==> config.mk <==
export PLATFORM = sky130hd
export DESIGN_NAME = key_press_gen
export DESIGN_NICKNAME = d
export VERILOG_FILES = /design/src/rtl/key_gen_pkg.sv /design/src/rtl/lfsr16.sv /design/src/rtl/key_press_gen.sv
export SDC_FILE = /design/constraint.sdc
export NUM_CORES = 1
export LEC_CHECK = 0
export ABC_AREA = 1
export BUFFER_PORTS_ARGS = -buffer_cell sky130_fd_sc_hd__buf_4
export CORE_MARGIN = 5
export CORE_UTILIZATION = 40
export CTS_CLUSTER_DIAMETER = 50
export CTS_CLUSTER_SIZE = 12
export DETAILED_ROUTE_END_ITERATION = 6
export PLACE_DENSITY = 0.64
export SLEW_MARGIN = 30
export SYNTH_ARGS = -nofsm -noshare
export SYNTH_HDL_FRONTEND = slang
export SYNTH_HIERARCHICAL = 1
export SYNTH_SLANG_ARGS = --single-unit
==> constraint.sdc <==
create_clock -name clk -period 2.3 [get_ports clk]
set_input_delay 0.23 -clock clk [delete_from_list [all_inputs] [get_ports clk]]
set_output_delay 0.23 -clock clk [all_outputs]
set_load 0.05 [all_outputs]
==> src/rtl/key_gen_pkg.sv <==
// Shared constants for the key press emulator and related stimulus generators.
// State encoding is fixed so loopback monitors can decode it directly.
package key_gen_pkg;

  typedef enum logic [2:0] {
    IDLE    = 3'd0,
    PRESS_B = 3'd1,
    HOLD    = 3'd2,
    REL_B   = 3'd3,
    DONE    = 3'd4
  } state_e;

  localparam logic [15:0] LFSR_TAPS = 16'hB400;
  localparam int          US_PER_MS = 1000;

endpackage

==> src/rtl/lfsr16.sv <==
// Free-running 16-bit Galois LFSR (right shift), one step per clock, reseeded on reset.
// No handshake: q is valid every cycle, new value one cycle after each edge.
module lfsr16
  import key_gen_pkg::*;
#(
  parameter logic [15:0] SEED = 16'hACE1
) (
  input  logic        clk,
  input  logic        rst_n,
  output logic [15:0] q
);

  logic [15:0] q_q;
  logic [15:0] q_d;

  assign q_d = {1'b0, q_q[15:1]} ^ (q_q[0] ? LFSR_TAPS : 16'h0000);
  assign q   = q_q;

  always_ff @(posedge clk or negedge rst_n) begin
    if (!rst_n) begin
      q_q <= SEED;
    end else begin
      q_q <= q_d;
    end
  end

endmodule

==> src/rtl/key_press_gen.sv <==
// Push-button emulator: one start yields bouncy press, stable hold, bouncy release on key_out.
// key_out falls the cycle after an accepted start; starts are ignored while busy or in DONE.
module key_press_gen
  import key_gen_pkg::*;
#(
  parameter int          CLK_FRE   = 50,
  parameter int          BOUNCE_US = 5000,
  parameter logic [15:0] LFSR_SEED = 16'hACE1
) (
  input  logic        clk,
  input  logic        rst_n,
  input  logic        start,
  input  logic        bounce_en,
  input  logic [15:0] hold_ms,
  output logic        key_out,
  output logic        busy,
  output logic        done
);

  localparam int PW = (CLK_FRE > 1) ? $clog2(CLK_FRE) : 1;
  localparam int BW = $clog2(BOUNCE_US + 1);
  localparam logic [PW-1:0] PRESC_LAST  = PW'(CLK_FRE - 1);
  localparam logic [BW-1:0] BOUNCE_LAST = BW'(BOUNCE_US - 1);
  localparam logic [9:0]    US_LAST     = 10'(US_PER_MS - 1);

  state_e        state_q;
  logic [PW-1:0] presc_q;
  logic [BW-1:0] bounce_q;
  logic [4:0]    glitch_q;
  logic [9:0]    us_q;
  logic [15:0]   ms_q;
  logic [15:0]   hold_q;
  logic          ben_q;
  logic          key_q;
  logic          busy_q;
  logic          done_q;

  logic [15:0]   lfsr;
  logic          unused_lfsr;
  logic          tick;
  logic          win_end;
  logic [4:0]    glitch_seed;

  lfsr16 #(.SEED(LFSR_SEED)) u_lfsr (
    .clk  (clk),
    .rst_n(rst_n),
    .q    (lfsr)
  );

  assign unused_lfsr = ^lfsr[15:4];
  assign tick        = (presc_q == PRESC_LAST);
  assign glitch_seed = {1'b0, lfsr[3:0]} + 5'd1;
  // Without bounce the release window collapses to its single entry cycle.
  assign win_end     = !ben_q || (tick && (bounce_q == BOUNCE_LAST));

  assign key_out = key_q;
  assign busy    = busy_q;
  assign done    = done_q;

  always_ff @(posedge clk or negedge rst_n) begin
    if (!rst_n) begin
      state_q  <= IDLE;
      presc_q  <= '0;
      bounce_q <= '0;
      glitch_q <= '0;
      us_q     <= '0;
      ms_q     <= '0;
      hold_q   <= '0;
      ben_q    <= 1'b0;
      key_q    <= 1'b1;
      busy_q   <= 1'b0;
      done_q   <= 1'b0;
    end else begin
      done_q  <= 1'b0;
      presc_q <= tick ? '0 : presc_q + 1'b1;
      case (state_q)
        IDLE: begin
          if (start) begin
            hold_q   <= (hold_ms == 16'd0) ? 16'd1 : hold_ms;
            ben_q    <= bounce_en;
            key_q    <= 1'b0;
            busy_q   <= 1'b1;
            presc_q  <= '0;
            bounce_q <= '0;
            glitch_q <= glitch_seed;
            us_q     <= '0;
            ms_q     <= '0;
            state_q  <= bounce_en ? PRESS_B : HOLD;
          end
        end
        PRESS_B, REL_B: begin
          // Window end takes priority over a glitch expiring on the same tick.
          if (win_end) begin
            presc_q  <= '0;
            bounce_q <= '0;
            if (state_q == PRESS_B) begin
              key_q   <= 1'b0;
              us_q    <= '0;
              ms_q    <= '0;
              state_q <= HOLD;
            end else begin
              key_q   <= 1'b1;
              done_q  <= 1'b1;
              busy_q  <= 1'b0;
              state_q <= DONE;
            end
          end else if (tick) begin
            bounce_q <= bounce_q + 1'b1;
            if (glitch_q == 5'd1) begin
              key_q    <= ~key_q;
              glitch_q <= glitch_seed;
            end else begin
              glitch_q <= glitch_q - 5'd1;
            end
          end
        end
        HOLD: begin
          if (tick) begin
            if (us_q == US_LAST) begin
              us_q <= '0;
              if (ms_q == hold_q - 16'd1) begin
                key_q    <= 1'b1;
                presc_q  <= '0;
                bounce_q <= '0;
                glitch_q <= glitch_seed;
                state_q  <= REL_B;
              end else begin
                ms_q <= ms_q + 16'd1;
              end
            end else begin
              us_q <= us_q + 10'd1;
            end
          end
        end
        DONE: begin
          key_q   <= 1'b1;
          state_q <= IDLE;
        end
        default: state_q <= IDLE;
      endcase
    end
  end

endmodule

==> results.yml <==
setup_path:
  reg2reg_depth: 16
  critPathRequiredTime_ps: 2540
  crit_fanout: 11
  crit_type: "flop to flop"
  worst_ep_arrival_time_ps: 2380
  worst_r2r_endpoint: "glitch_q[0]$_DFFE_PN0P_"
  cp-start-kind: "flop"
  cp-end-kind: "flop"
  rrSetupSlack_ps: 160
  r2r_start: "hold_q[0]$_DFFE_PN0P_"
finish:
  antenna_cells: 0
  layout-drive-gt1-share: 0.149
  final_cell_mix: "nand2_1 (205), inv_1 (79), dfrtp_1 (79)"
  fin_cells: 949
  nNetsFinal: 797
  final_common_cell: "nand2_1"
  syn_to_final_growth_pct: 14.6
  fin_area_sq_um: 6310
sta:
  max_freq_mhz: 468
  slew_viol_final: 0
  tightest_slew_ps: 718
  holdWs_ps: 93.2
  hold_viol: 0
  min_period_over_period: 0.930
  setup_viol_count_final: 0
  setup_tns_ps: 0
  clock_skew_ps: 8.79
  period_needed_ps: 2140
  slew_headroom: 0.521
global_routing:
  grt_max_degree: 57
  grt_pass1_wl_microns: 20900
  grt.total_usage: 0.157
  grt-ovfl-total: 0
  grt_pass1_vias: 4439
  antenna_found_initial: 0
placement:
  portBuffers: 22
  dpl-instance-area_sq_um: 5900
  dp_cells: 928
  dp_hpwl_microns: 8830
  gp_congestion: 0.890
cts:
  cts-root-buf: "clkbuf_16"
  clk_pin_slew_ps: 70
  cts_buffer_depth: 2
  cts-htree-levels: 3
  cts_tree: "built"
  clock_sinks: 89
  cts_buffers: 9
  clk_latency_ps: 350
die:
  die_area_sq_um: 16200
  core_sq_um: 13300
  fp.dieH_microns: 127
  initial_utilization: 0.413
  pin_count: 23
  die_width_microns: 127
  num_rows: 42
detailed_routing:
  wl_microns: 12200
  viasPerCell: 4.91
  drt_iter0_markers: 288
  drc: 0
  wl_per_cell_microns: 12.9
  antenna_left: 0
  vias: 4662
  drt_pass1_iterations: 4
yosys:
  synth_warnings: 6
  syn_area_per_cell_sq_um: 7.46
  syn_inst: 738
  syn_nets: 767
  syn_area_sq_um: 5510
run:
  cap_violations: 0
min_path:
  hp-class: "input pin to flop"
  holdPathEnd: "hold_q[10]$_DFFE_PN0P_"
  hold_depth: 3
  hp-start: "hold_ms[10]"
pwr:
  leakagePower_nw: 3.14
  powerDensity_nw_per_um2: 1090
  peakVddDrop_mv: 0.400
outcome:
  status: "finished clean"
[final cells by class]
| class | count | area, sq um |
|---|---|---|
| clock buffers | 9 | 225 |
| clock inverters | 7 | 72.6 |
| fillers | 1327 | 7030 |
| inverters | 87 | 327 |
| multi-input cells | 536 | 2850 |
| flip-flops and latches | 89 | 2240 |
| well taps | 176 | 220 |
| repair buffers | 45 | 378 |
[power by group]
| group | internal, mW | switching [mW] |
|---|---|---|
| registers | 1.86 | 0.323 |
| logic | 1.13 | 2.09 |
| clock network | 0.765 | 0.702 |
| total | 3.75 | 3.12 |
[routing by layer]
metal | global-route usage | share of wire
met1 | 0.220 | 0.50
met2 | 0.242 | 0.45
met3 | 0.0326 | 0.032
met4 | 0.0530 | 0.019
met5 | 0 | 0
[what timing repair did]
| action | 4_1_cts | 5_1_grt |
|---|---|---|
| endpoints found under the hold margin | 47 | 0 |
| endpoints found under the setup margin | 0 | 34 |
| setup buffers | 0 | 4 |
| hold buffers | 1 | 0 |
| gates resized for setup | 0 | 16 |
[worst max-delay path by stage]
| stage | endpoint | from | depth (start not counted) | slack, ps |
|---|---|---|---|---|
| after detailed placement | bounce_q[2]$_DFFE_PN0P_ | hold_q[1]$_DFFE_PN0P_ | 15 | 90 |
| after global placement | bounce_q[4]$_DFFE_PN0P_ | hold_q[8]$_DFFE_PN0P_ | 14 | 120 |
| final | glitch_q[0]$_DFFE_PN0P_ | hold_q[0]$_DFFE_PN0P_ | 16 | 160 |
| after floorplan | glitch_q[2]$_DFFE_PN0P_ | hold_q[0]$_DFFE_PN0P_ | 16 | 280 |
| after global routing | ms_q[4]$_DFFE_PN0P_ | hold_q[0]$_DFFE_PN0P_ | 14 | -20 |
| after CTS | bounce_q[1]$_DFFE_PN0P_ | hold_q[1]$_DFFE_PN0P_ | 15 | 70 |
[sequential cells by signal, summed over array words and instances (netlist names)]
name and count:
ben_q 1, bounce_q 13, busy 1, done 1
glitch_q 5, hold_q 16, key_out 1, ms_q 16
presc_q 6, state_q 3, u_lfsr/q 16, us_q 10
[through the flow]
| stage | util | setup slack (ps) | power, mW |
|---|---|---|---|
| floorplan | - | 278 | 4.48 |
| global placement | 0.442 | 123 | 5.21 |
| detailed placement | 0.442 | 90.1 | 5.21 |
| CTS | 0.465 | 73.2 | 6.73 |
| global route | 0.473 | -20.5 | 7.41 |
| finish | 0.473 | 162 | 6.87 |
[worst max-delay path, stage by stage (launching register included)]
cell	delay (ps)
dfrtp_1	380
inv_1	130
buf_4	160
nand2_2	90
nor2_4	160
nand2_1	70
nand2_1	60
nand2_1	60
nor2_1	100
nand2_1	60
nor2_1	120
nand2_1	90
nand2_2	130
buf_12	150
nand2_4	100
nand2_1	100
o21ai_2	50
(Power assumes the default switching activity.)
